--- src/rtl/exa_crosb_out_arbiter.sv ---
// exa_crosb_out_arbiter
// Per-output-port round-robin arbiter for the crossbar. It watches the
// VALID/LAST lines of every competing input, grants one input at a time and
// holds that grant for a whole packet. It releases the grant when the LAST
// beat is accepted downstream, then rotates priority to the next input.
// SEL_o drives the select of the crossbar output mux.
//
// Optional feature: define EXA_OUT_ARB_TIMEOUT_EN to build a watchdog. The
// watchdog breaks a lock whose granted input has stopped presenting VALID
// for timeout_cycles consecutive cycles. Without the macro TIMEOUT_o is
// tied to 0, and a lock releases only on LAST.

module exa_crosb_out_arbiter #(
    parameter int input_num      = 16,
    parameter int sel_width      = (input_num > 1) ? $clog2(input_num) : 1,
    parameter int timeout_cycles = 255
) (
    input  logic                 clk,
    input  logic                 resetn,
    input  logic [input_num-1:0] VALID_i,
    input  logic [input_num-1:0] LAST_i,
    input  logic                 READY_i,
    output logic [sel_width-1:0] SEL_o,
    output logic [input_num-1:0] GRANT_o,
    output logic                 BUSY_o,
    output logic                 TIMEOUT_o
);

    typedef enum logic {
        IDLE   = 1'b0,
        LOCKED = 1'b1
    } state_t;

    state_t               state_q, state_next;
    logic [sel_width-1:0] ptr_q, ptr_next;
    logic [sel_width-1:0] sel_q, sel_next;
    logic [input_num-1:0] grant_q, grant_next;
    logic                 busy_q, busy_next;

    // Round-robin search result
    logic                 win_found;
    logic [sel_width-1:0] win_idx;

    // Beat handshake on the currently selected input
    logic                 sel_valid;
    logic                 beat_accept;
    logic                 last_accept;
    logic [sel_width-1:0] ptr_after_sel;

`ifdef EXA_OUT_ARB_TIMEOUT_EN
    localparam int cnt_width = $clog2(timeout_cycles + 1);

    logic [cnt_width-1:0] wd_cnt_q, wd_cnt_next;
    logic                 timeout_q, timeout_next;
    logic                 wd_hit;
`endif

    assign sel_valid   = VALID_i[sel_q];
    assign beat_accept = sel_valid & READY_i;
    assign last_accept = beat_accept & LAST_i[sel_q];

    // The pointer wraps by compare, so input_num need not be a power of two
    assign ptr_after_sel = (int'(sel_q) == input_num - 1) ? '0
                                                          : sel_q + sel_width'(1);

`ifdef EXA_OUT_ARB_TIMEOUT_EN
    assign wd_hit = (wd_cnt_q == cnt_width'(timeout_cycles));
`endif

    // First requesting input at or above the pointer, wrapping to input 0
    always_comb begin
        win_found = 1'b0;
        win_idx   = '0;
        for (int i = 0; i < input_num; i++) begin
            int idx;
            idx = int'(ptr_q) + i;
            if (idx >= input_num) begin
                idx = idx - input_num;
            end
            if (!win_found && VALID_i[idx]) begin
                win_found = 1'b1;
                win_idx   = sel_width'(idx);
            end
        end
    end

    // Next-state and next-output logic for the IDLE/LOCKED machine
    always_comb begin
        state_next = state_q;
        ptr_next   = ptr_q;
        sel_next   = sel_q;
        grant_next = grant_q;
        busy_next  = busy_q;
`ifdef EXA_OUT_ARB_TIMEOUT_EN
        wd_cnt_next  = wd_cnt_q;
        timeout_next = 1'b0;
`endif

        case (state_q)
            IDLE: begin
                if (win_found) begin
                    state_next          = LOCKED;
                    sel_next            = win_idx;
                    grant_next          = '0;
                    grant_next[win_idx] = 1'b1;
                    busy_next           = 1'b1;
`ifdef EXA_OUT_ARB_TIMEOUT_EN
                    wd_cnt_next = '0;
`endif
                end
            end

            LOCKED: begin
`ifdef EXA_OUT_ARB_TIMEOUT_EN
                // Count only cycles where the granted input presents nothing;
                // downstream backpressure with VALID high is not a stall.
                if (sel_valid) begin
                    wd_cnt_next = '0;
                end else if (!wd_hit) begin
                    wd_cnt_next = wd_cnt_q + cnt_width'(1);
                end

                if (last_accept || wd_hit) begin
                    state_next   = IDLE;
                    grant_next   = '0;
                    busy_next    = 1'b0;
                    ptr_next     = ptr_after_sel;
                    wd_cnt_next  = '0;
                    timeout_next = ~last_accept;
                end
`else
                if (last_accept) begin
                    state_next = IDLE;
                    grant_next = '0;
                    busy_next  = 1'b0;
                    ptr_next   = ptr_after_sel;
                end
`endif
            end

            default: begin
                state_next = IDLE;
                grant_next = '0;
                busy_next  = 1'b0;
            end
        endcase
    end

    // State, pointer and registered outputs; reset drops any lock at once
    always_ff @(posedge clk or negedge resetn) begin
        if (!resetn) begin
            state_q <= IDLE;
            ptr_q   <= '0;
            sel_q   <= '0;
            grant_q <= '0;
            busy_q  <= 1'b0;
        end else begin
            state_q <= state_next;
            ptr_q   <= ptr_next;
            sel_q   <= sel_next;
            grant_q <= grant_next;
            busy_q  <= busy_next;
        end
    end

`ifdef EXA_OUT_ARB_TIMEOUT_EN
    // Watchdog counter and its one-cycle timeout pulse
    always_ff @(posedge clk or negedge resetn) begin
        if (!resetn) begin
            wd_cnt_q  <= '0;
            timeout_q <= 1'b0;
        end else begin
            wd_cnt_q  <= wd_cnt_next;
            timeout_q <= timeout_next;
        end
    end

    assign TIMEOUT_o = timeout_q;
`else
    assign TIMEOUT_o = 1'b0;
`endif

    assign SEL_o   = sel_q;
    assign GRANT_o = grant_q;
    assign BUSY_o  = busy_q;

endmodule

--- config.mk ---
export PLATFORM = sky130hd
export DESIGN_NAME = exa_crosb_out_arbiter
export DESIGN_NICKNAME = d
export VERILOG_FILES = /design/src/rtl/exa_crosb_out_arbiter.sv
export SDC_FILE = /design/constraint.sdc
export NUM_CORES = 1
export LEC_CHECK = 0
export ABC_AREA = 1
export CORE_ASPECT_RATIO = 0.6
export CORE_MARGIN = 5
export CORE_UTILIZATION = 44
export CTS_CLUSTER_DIAMETER = 80
export DETAILED_ROUTE_END_ITERATION = 8
export PLACE_DENSITY_LB_ADDON = 0.1
export SYNTH_ARGS = -nofsm -noshare
export SYNTH_HDL_FRONTEND = slang
export SYNTH_SLANG_ARGS = --single-unit
--- constraint.sdc ---
create_clock -name clk -period 3.1 [get_ports clk]
set_input_delay 0.62 -clock clk [delete_from_list [all_inputs] [get_ports clk]]
set_output_delay 0.62 -clock clk [all_outputs]
set_load 0.1 [all_outputs]
=== Word level (Yosys, flattened, before mapping) ===
Cells that the tools add are included.

* Output and inout bits: 22
* Logic and storage cells: 224
* Flip-flop bits (word level): 26

* Mux-type cells: 112
* Equality and inequality tests: 3
* Add/subtract/negate cells: 32
* Order comparisons: 35
* Bitwise gates (word level): 3
* Reductions and logical operators: 34

{| class="wikitable"
|+ Operators by type and width
! operator !! count
|-
| $lt 32x6->1 const B || 16
|-
| $mux 32 || 16
|-
| $sub 5x5->6 const B || 15
|-
| $ge 5x5->1 const B || 15
|-
| $bmux 1 s4 || 18
|-
| $mux 4 || 17
|-
| $mux 1 || 55
|-
| $add 4x4->5 const B || 8
|-
| $mux 16 || 2
|-
| $pmux 16 s2 || 1
|-
| $add 4x3->5 const B || 4
|-
| $logic_and 1x1->1 || 16
|-
| $logic_not 1->1 || 15
|-
| $add 4x2->5 const B || 2
|-
| $lt 4x5->1 const B || 2
|-
| $reduce_and 2->1 || 3
|-
| $sub 4x5->6 const B || 1
|-
| $add 4x1->5 const B || 1
|-
| $ge 4x5->1 const B || 1
|-
| $add 4x1->4 const B || 1
|-
| $demux 1 s4 || 1
|-
| $eq 4x1->1 const B || 1
|-
| $ge 4x1->1 const B || 1
|-
| $pmux 1 s2 || 2
|-
| other kinds (4) || 5
|}

=== Depth between registers and ports, before layout ===
Gate-level depths: netlist (run 1).

* Depth after elaboration: 57
* Depth in mapped cells: 28
* Mapped depth without buffers: 26

=== Least setup slack after synthesis (run 1) ===
OpenSTA, ideal clock, no wires.

* Path type: reg-to-reg
* Start point: register ptr_q[1]
* End point: register grant_q[14], in the netlist GRANT_o[14]
* Data arrival time: 3.305 ns
* Path buffers: 3
* Stages on the path, launching flop included: 25
* Library setup time: 0.074 ns
* Path slack: -0.280 ns
* Cell sequence: dfrtp_1 inv_1 buf_2 ha_1 inv_1 buf_2 nand3_1 nand3_2 nand2_2 nand2_4 nand2_4 nor2_8 nand4_4 nor2_4 nand4_4 nor2_4 nand4_4 nor2_4 nand3b_4 nand2_4 inv_4 nor2_8 buf_12 nand2_2 o21ai_2

* Longest elaborated chain between the ends: 57
* Elaborated cells on any way between the ends: 182

{| class="wikitable"
|+ RTL lines
! item !! line !! RTL
|-
| start: declaration || 35 || <nowiki>logic [sel_width-1:0] ptr_q, ptr_next;</nowiki>
|-
| start signal: assignment || 159 || <nowiki>ptr_q <= ptr_next;</nowiki>
|-
| parallel branches: the longest is 57 deep, another holds $sub 5x5->6 || -- ||
|-
| end signal: assignment || 161 || <nowiki>grant_q <= grant_next;</nowiki>
|-
| end: declaration || 37 || <nowiki>logic [input_num-1:0] grant_q, grant_next;</nowiki>
|}

Parallel ways; which one is timed is not known. The select of a mux whose other input is x is not followed.
A chain may end at the register's enable or synchronous reset.

=== Worst setup path after layout (run 1) ===
* Start point: register ptr_q[0]
* End point: register grant_q[9], in the netlist GRANT_o[9]

Same word-level chain as after synthesis.

==> results of run 1 <==
## routing by layer
layer / GRT usage / vias to the layer above
li1: - / 2164
met4: 0.04358 / 0
met1: 0.4525 / 2139
met5: 0 / -
met2: 0.4132 / 245
met3: 0.03634 / 27
## final cells by class
type / count / area (um^2)
Clock buffer: 3 / 75.07
Multi-Input combinational cell: 441 / 2679
Tap cell: 104 / 130.1
Inverter: 59 / 241.5
Timing Repair Buffer: 196 / 1607
Sequential cell: 26 / 651.9
Fill cell: 586 / 1943
## worst max path at each step
stage                  end  slack (ns)  cells after the start
5_1_grt         GRANT_o[5]       -0.32                     21
3_5_place_dp    GRANT_o[2]       -0.69                     22
4_1_cts         GRANT_o[2]       -0.05                     24
3_3_place_gp    GRANT_o[0]       -0.68                     22
6_report        GRANT_o[9]       -0.14                     21
2_1_floorplan  GRANT_o[14]       -0.09                     25
## per-stage QoR
stage	std cells	hold WS [ns]	setup slack [ns]	setup TNS, ns	cell area, um^2
finish	829	0.4934	-0.1377	-1.733	5384
global route	829	0.5216	-0.3215	-5.513	5384
CTS	821	0.4949	-0.05137	-0.3273	5199
detailed placement	802	0.4706	-0.6929	-11.47	4763
global placement	802	0.4683	-0.6780	-11.25	4763
floorplan	539	0.3244	-0.09459	-0.8043	3382
## kinds of logic after synthesis
logic type,count (synthesis),share of synthesized area
and+or+nand+nor,368,0.5557
buffers and inverters,72,0.1031
AOI/OAI and AO/OA,55,0.08924
DFF,26,0.1950
xor gates and xnor gates,9,0.02587
adders and majority gates,8,0.03000
other,1,0.001124
## flip-flops by register name (all words and copies together), names as in the netlist
name     flops
state_q      1
SEL_o        4
GRANT_o     16
BUSY_o       1
ptr_q        4
## cell usage after synthesis, types with 3 or more instances
library cell / number
a21oi_1: 21
buf_2: 4
buf_6: 5
dfrtp_1: 26
ha_1: 8
inv_1: 53
inv_2: 3
nand2_1: 140
nand2_2: 24
nand2_4: 5
nand3_1: 112
nand3_2: 7
nand4_1: 19
nand4_4: 3
nor2_1: 44
nor2_2: 3
nor2_4: 3
nor3_1: 3
o21ai_0: 21
o21ai_1: 6
xor2_1: 7
## critical path: stages, from the launching register on
cell and delay (ns):
dfrtp_2 0.46, inv_8 0.05, ha_4 0.32, inv_4 0.08, nand3_2 0.11, nand2_1 0.07, o21ai_1 0.18, inv_1 0.14
o21ai_4 0.23, nor2_4 0.08, nand4_4 0.08, nor2_4 0.05, buf_4 0.16, nand2_1 0.12, nor2_1 0.05, nor2_1 0.13
nand3_2 0.12, nor2_4 0.12, nand3_4 0.16, nor2_4 0.22, nand3_1 0.13, nand2_1 0.09
## timing repair
item	4_1_cts	5_1_grt
pin swaps	33	13
setup endpoints to repair	20	20
hold buffers	0	0
buffers inserted	16	8
resized for setup	79	34
==> impl_metrics.ini, run 1 <==
[place]
dpl.hpwl_mm = 10.52
io_buffers = 55
place.gp.congestion = 0.9727

[yosys]
yosysTopAreaCell = dfrtp_1
synth-seq-cells = 26
synth_warnings = 0
syn-num-nets = 582
syn_area_per_cell_um2 = 6.191
netlist.area_leader.share = 0.1950
ys_async_sr_fraction = 1.000
synth_cell_type_count = 38
yosysSeqAreaShare = 0.1950
synthTopCellsByArea = dfrtp_1 19%, nand3_1 17%, nand2_1 16%
syn_inst = 539
yosys_most_used_dff = dfrtp_1
syn-cell-area_um2 = 3337
synth_edf_count = 0

[floorplanning]
die_area_um2 = 9482
placeableCoreArea_um2 = 7327
rows = 24
die_h_um = 77.46
ios = 57
start_util = 0.4554
die_w_um = 122.4

[routing]
drt-total-wl_mm = 13.79
drc = 0
first_iter_violations = 535
firstDrtPassIters = 5
ant_nets = 0
num_vias = 4575
wl_met1_mm = 6.697
wl_met3_mm = 1.352
top_layer_used = met4
post_drt_wl_per_cell_um = 16.63
routed-wl-met2_mm = 5.553
via_per_inst = 5.519

[worst_setup_path]
worstPathRequired_ns = 3.30
cp_max_fo = 9
crit_arrival_ns = 3.44
crit_start = ptr_q[0]
r2r_setup_slack_ns = -0.14
regToRegStartpoint = ptr_q[0]
r2r_cells = 21
startpoint_type = register
critPathKind = reg2reg
cp-end-kind = register
r2r-end = GRANT_o[9]

[grt]
grt_remaining_overflow = 0
grt_max_degree = 27
grt_pass1_wl_mm = 21.95
grt_pass1_vias = 4269
antenna_found_initial = 0
grt_usage = 0.2845

[timing]
final_max_slew_viol_count = 0
setup_viol = 18
max_freq_mhz = 308.9
fin_skew_ns = 0.006962
period_share = 1.044
fin_ws_ns = -0.1377
final_hold_viol_count = 0
relSlewSlack = 0.6632
tightest_slew_ns = 0.5053
rsz0062_at_grt = yes
period_needed_ns = 3.238

[layout]
diodes = 0
layout_commonest_cell = buf_4
nets = 770
drive_above_1_share = 0.3890
syn2layout_area_growth_pct = 61.34
fin_util = 0.7348
final_cell_mix = 148 x buf_4, 127 x nand2_1, 94 x nand3_1

[min_path]
hold_end = GRANT_o[1]
hold_path.class = reg2reg
hp-start = GRANT_o[1]
whs_path_depth = 2

[clock_tree]
path_clk_slew_ns = 0.07
htreeDepth = 1
cts_num_sinks = 26
cts-root-buf = clkbuf_16
cts_made_buffers = 3
cts_tree = yes
clkLatencyLatePin_ns = 0.26
cts_buffer_depth = 2

[flow_run]
maxCapViolCount = 0

[status]
status = finished, violations left
violations = negative setup slack
Power of run 1 is not shown: default switching activity piles up to over one toggle a cycle in this logic, so the estimate is an artifact.
==> inputs of run 2 (changes only) <==
--- a/config.mk
+++ b/config.mk
@@ -7,7 +7,7 @@
 export LEC_CHECK = 0
 export ABC_AREA = 1
 export CORE_ASPECT_RATIO = 0.6
-export CORE_MARGIN = 5
+export CORE_MARGIN = 1
 export CORE_UTILIZATION = 44
 export CTS_CLUSTER_DIAMETER = 80
 export DETAILED_ROUTE_END_ITERATION = 8
==> impl_metrics.ini, run 2 (synthesis results as in run 1) <==
[worst_setup_path]
regToRegStartpoint = ptr_q[0]
worstPathRequired_ns = 3.25
cp-end-kind = register
crit_arrival_ns = 3.44
r2r_setup_slack_ns = -0.19
critPathKind = reg2reg
startpoint_type = register
cp_max_fo = 8
r2r_cells = 23
r2r-end = GRANT_o[10]

[floorplanning]
start_util = 0.4573
ios = 57
die_h_um = 69.46
rows = 24
placeableCoreArea_um2 = 7297
die_w_um = 114.4
die_area_um2 = 7947

[clock_tree]
cts_made_buffers = 3
cts_num_sinks = 26
cts_tree = yes
clkLatencyLatePin_ns = 0.26
cts_buffer_depth = 2
cts-root-buf = clkbuf_16
htreeDepth = 1
path_clk_slew_ns = 0.07

[routing]
post_drt_wl_per_cell_um = 16.22
first_iter_violations = 523
ant_nets = 0
drc = 0
drt-total-wl_mm = 13.28
firstDrtPassIters = 5
via_per_inst = 5.488
num_vias = 4495

[grt]
grt_max_degree = 27
antenna_found_initial = 0
grt_busiest_layer = met2
grt_use_met3 = 0.05944
grt_pass1_vias = 4258
gr-usage-met1 = 0.4868
grt_remaining_overflow = 0
grt_pass1_wl_mm = 20.90
grt_usage = 0.3335
use_met2 = 0.5192

[timing]
period_needed_ns = 3.290
max_freq_mhz = 303.9
fin_setup_tns_ns = -2.947
period_share = 1.061
rsz0062_at_grt = yes
final_hold_viol_count = 0
whs_ns = 0.4847
setup_viol = 20
fin_skew_ns = 0.002894
fin_ws_ns = -0.1900
final_max_slew_viol_count = 0
tightest_slew_ns = 0.5728
relSlewSlack = 0.6141

[layout]
syn2layout_area_growth_pct = 60.89
layout_commonest_cell = buf_4
nets = 759
drive_above_1_share = 0.4000
final_cell_mix = 140 x buf_4, 123 x nand2_1, 91 x nand3_1
largest_register_ffs = 16
fin_util = 0.7358
diodes = 0

[place]
dpl.hpwl_mm = 9.635
dp_slack_ns = -0.5567
place.gp.congestion = 0.9209
io_buffers = 55

[min_path]
hold_path.class = reg2reg
whs_path_depth = 2
hp-start = GRANT_o[13]
hold_end = GRANT_o[13]

[flow_run]
maxCapViolCount = 0

[status]
violations = negative setup slack
status = finished, violations left
## run 2: layer usage
| layer | wire length, um | part of all wire |
|---|---|---|
| met3 | 1247 | 0.094 |
| met4 | 167 | 0.013 |
| met5 | 0 | 0 |
| met1 | 6070 | 0.46 |
| met2 | 5794 | 0.44 |
## run 2: cell type report
| cell class | instances | area (um^2) |
|---|---|---|
| Clock buffer | 4 | 88.84 |
| Inverter | 59 | 251.5 |
| Sequential cell | 26 | 654.4 |
| Tap cell | 104 | 130.1 |
| Fill cell | 557 | 1928 |
| Timing Repair Buffer | 185 | 1513 |
| Multi-Input combinational cell | 441 | 2731 |
## run 2: critical path: stages, from the launching register on
cell and delay, ns:
dfrtp_2 0.48, buf_12 0.16, ha_4 0.16, inv_2 0.06, nand2_2 0.06, nand2_4 0.12
inv_6 0.06, nand3_4 0.09, nand2_4 0.06, nand2_4 0.07, nand2_4 0.07, nor2_8 0.09
nand4_4 0.10, nor2_4 0.17, nand4_4 0.12, nor2_4 0.17, nand4_4 0.12, nor2_4 0.26
nand4_1 0.25, buf_4 0.22, inv_1 0.07, nor2_2 0.05, nand2_2 0.08, o21ai_1 0.06
## run 2: metrics by stage
stage,cells,instance area (um^2)
finish,819,5369
floorplan,539,3382
global placement,790,4661
detailed placement,790,4661
CTS,815,5219
global route,819,5369
## run 2: worst max path at each step
stage / cells past startpoint / endpoint / start
2_1_floorplan: 25 / GRANT_o[14] / ptr_q[0]
3_3_place_gp: 22 / GRANT_o[2] / VALID_i[2]
3_5_place_dp: 21 / GRANT_o[1] / VALID_i[2]
4_1_cts: 20 / GRANT_o[6] / ptr_q[0]
5_1_grt: 19 / GRANT_o[10] / ptr_q[1]
6_report: 23 / GRANT_o[10] / ptr_q[0]
## run 2: what timing repair did
item | CTS | global route
pin swaps | 43 | 28
cloned | 0 | 0
resized for setup | 97 | 30
hold endpoints to repair | 0 | 0
setup buffers | 22 | 4
endpoints found under the setup margin | 21 | 21
hold buffers | 0 | 0
Power of run 2 is left out for the same reason.
==> inputs of run 3 (changes only) <==
--- a/config.mk
+++ b/config.mk
@@ -6,6 +6,7 @@
 export NUM_CORES = 1
 export LEC_CHECK = 0
 export ABC_AREA = 1
+export CAP_MARGIN = 20
 export CORE_ASPECT_RATIO = 0.6
 export CORE_MARGIN = 1
 export CORE_UTILIZATION = 44
==> results of run 3 <==
Final layout, timing and power as in run 2 (identical DEF).
Power of run 3 is left out for the same reason.
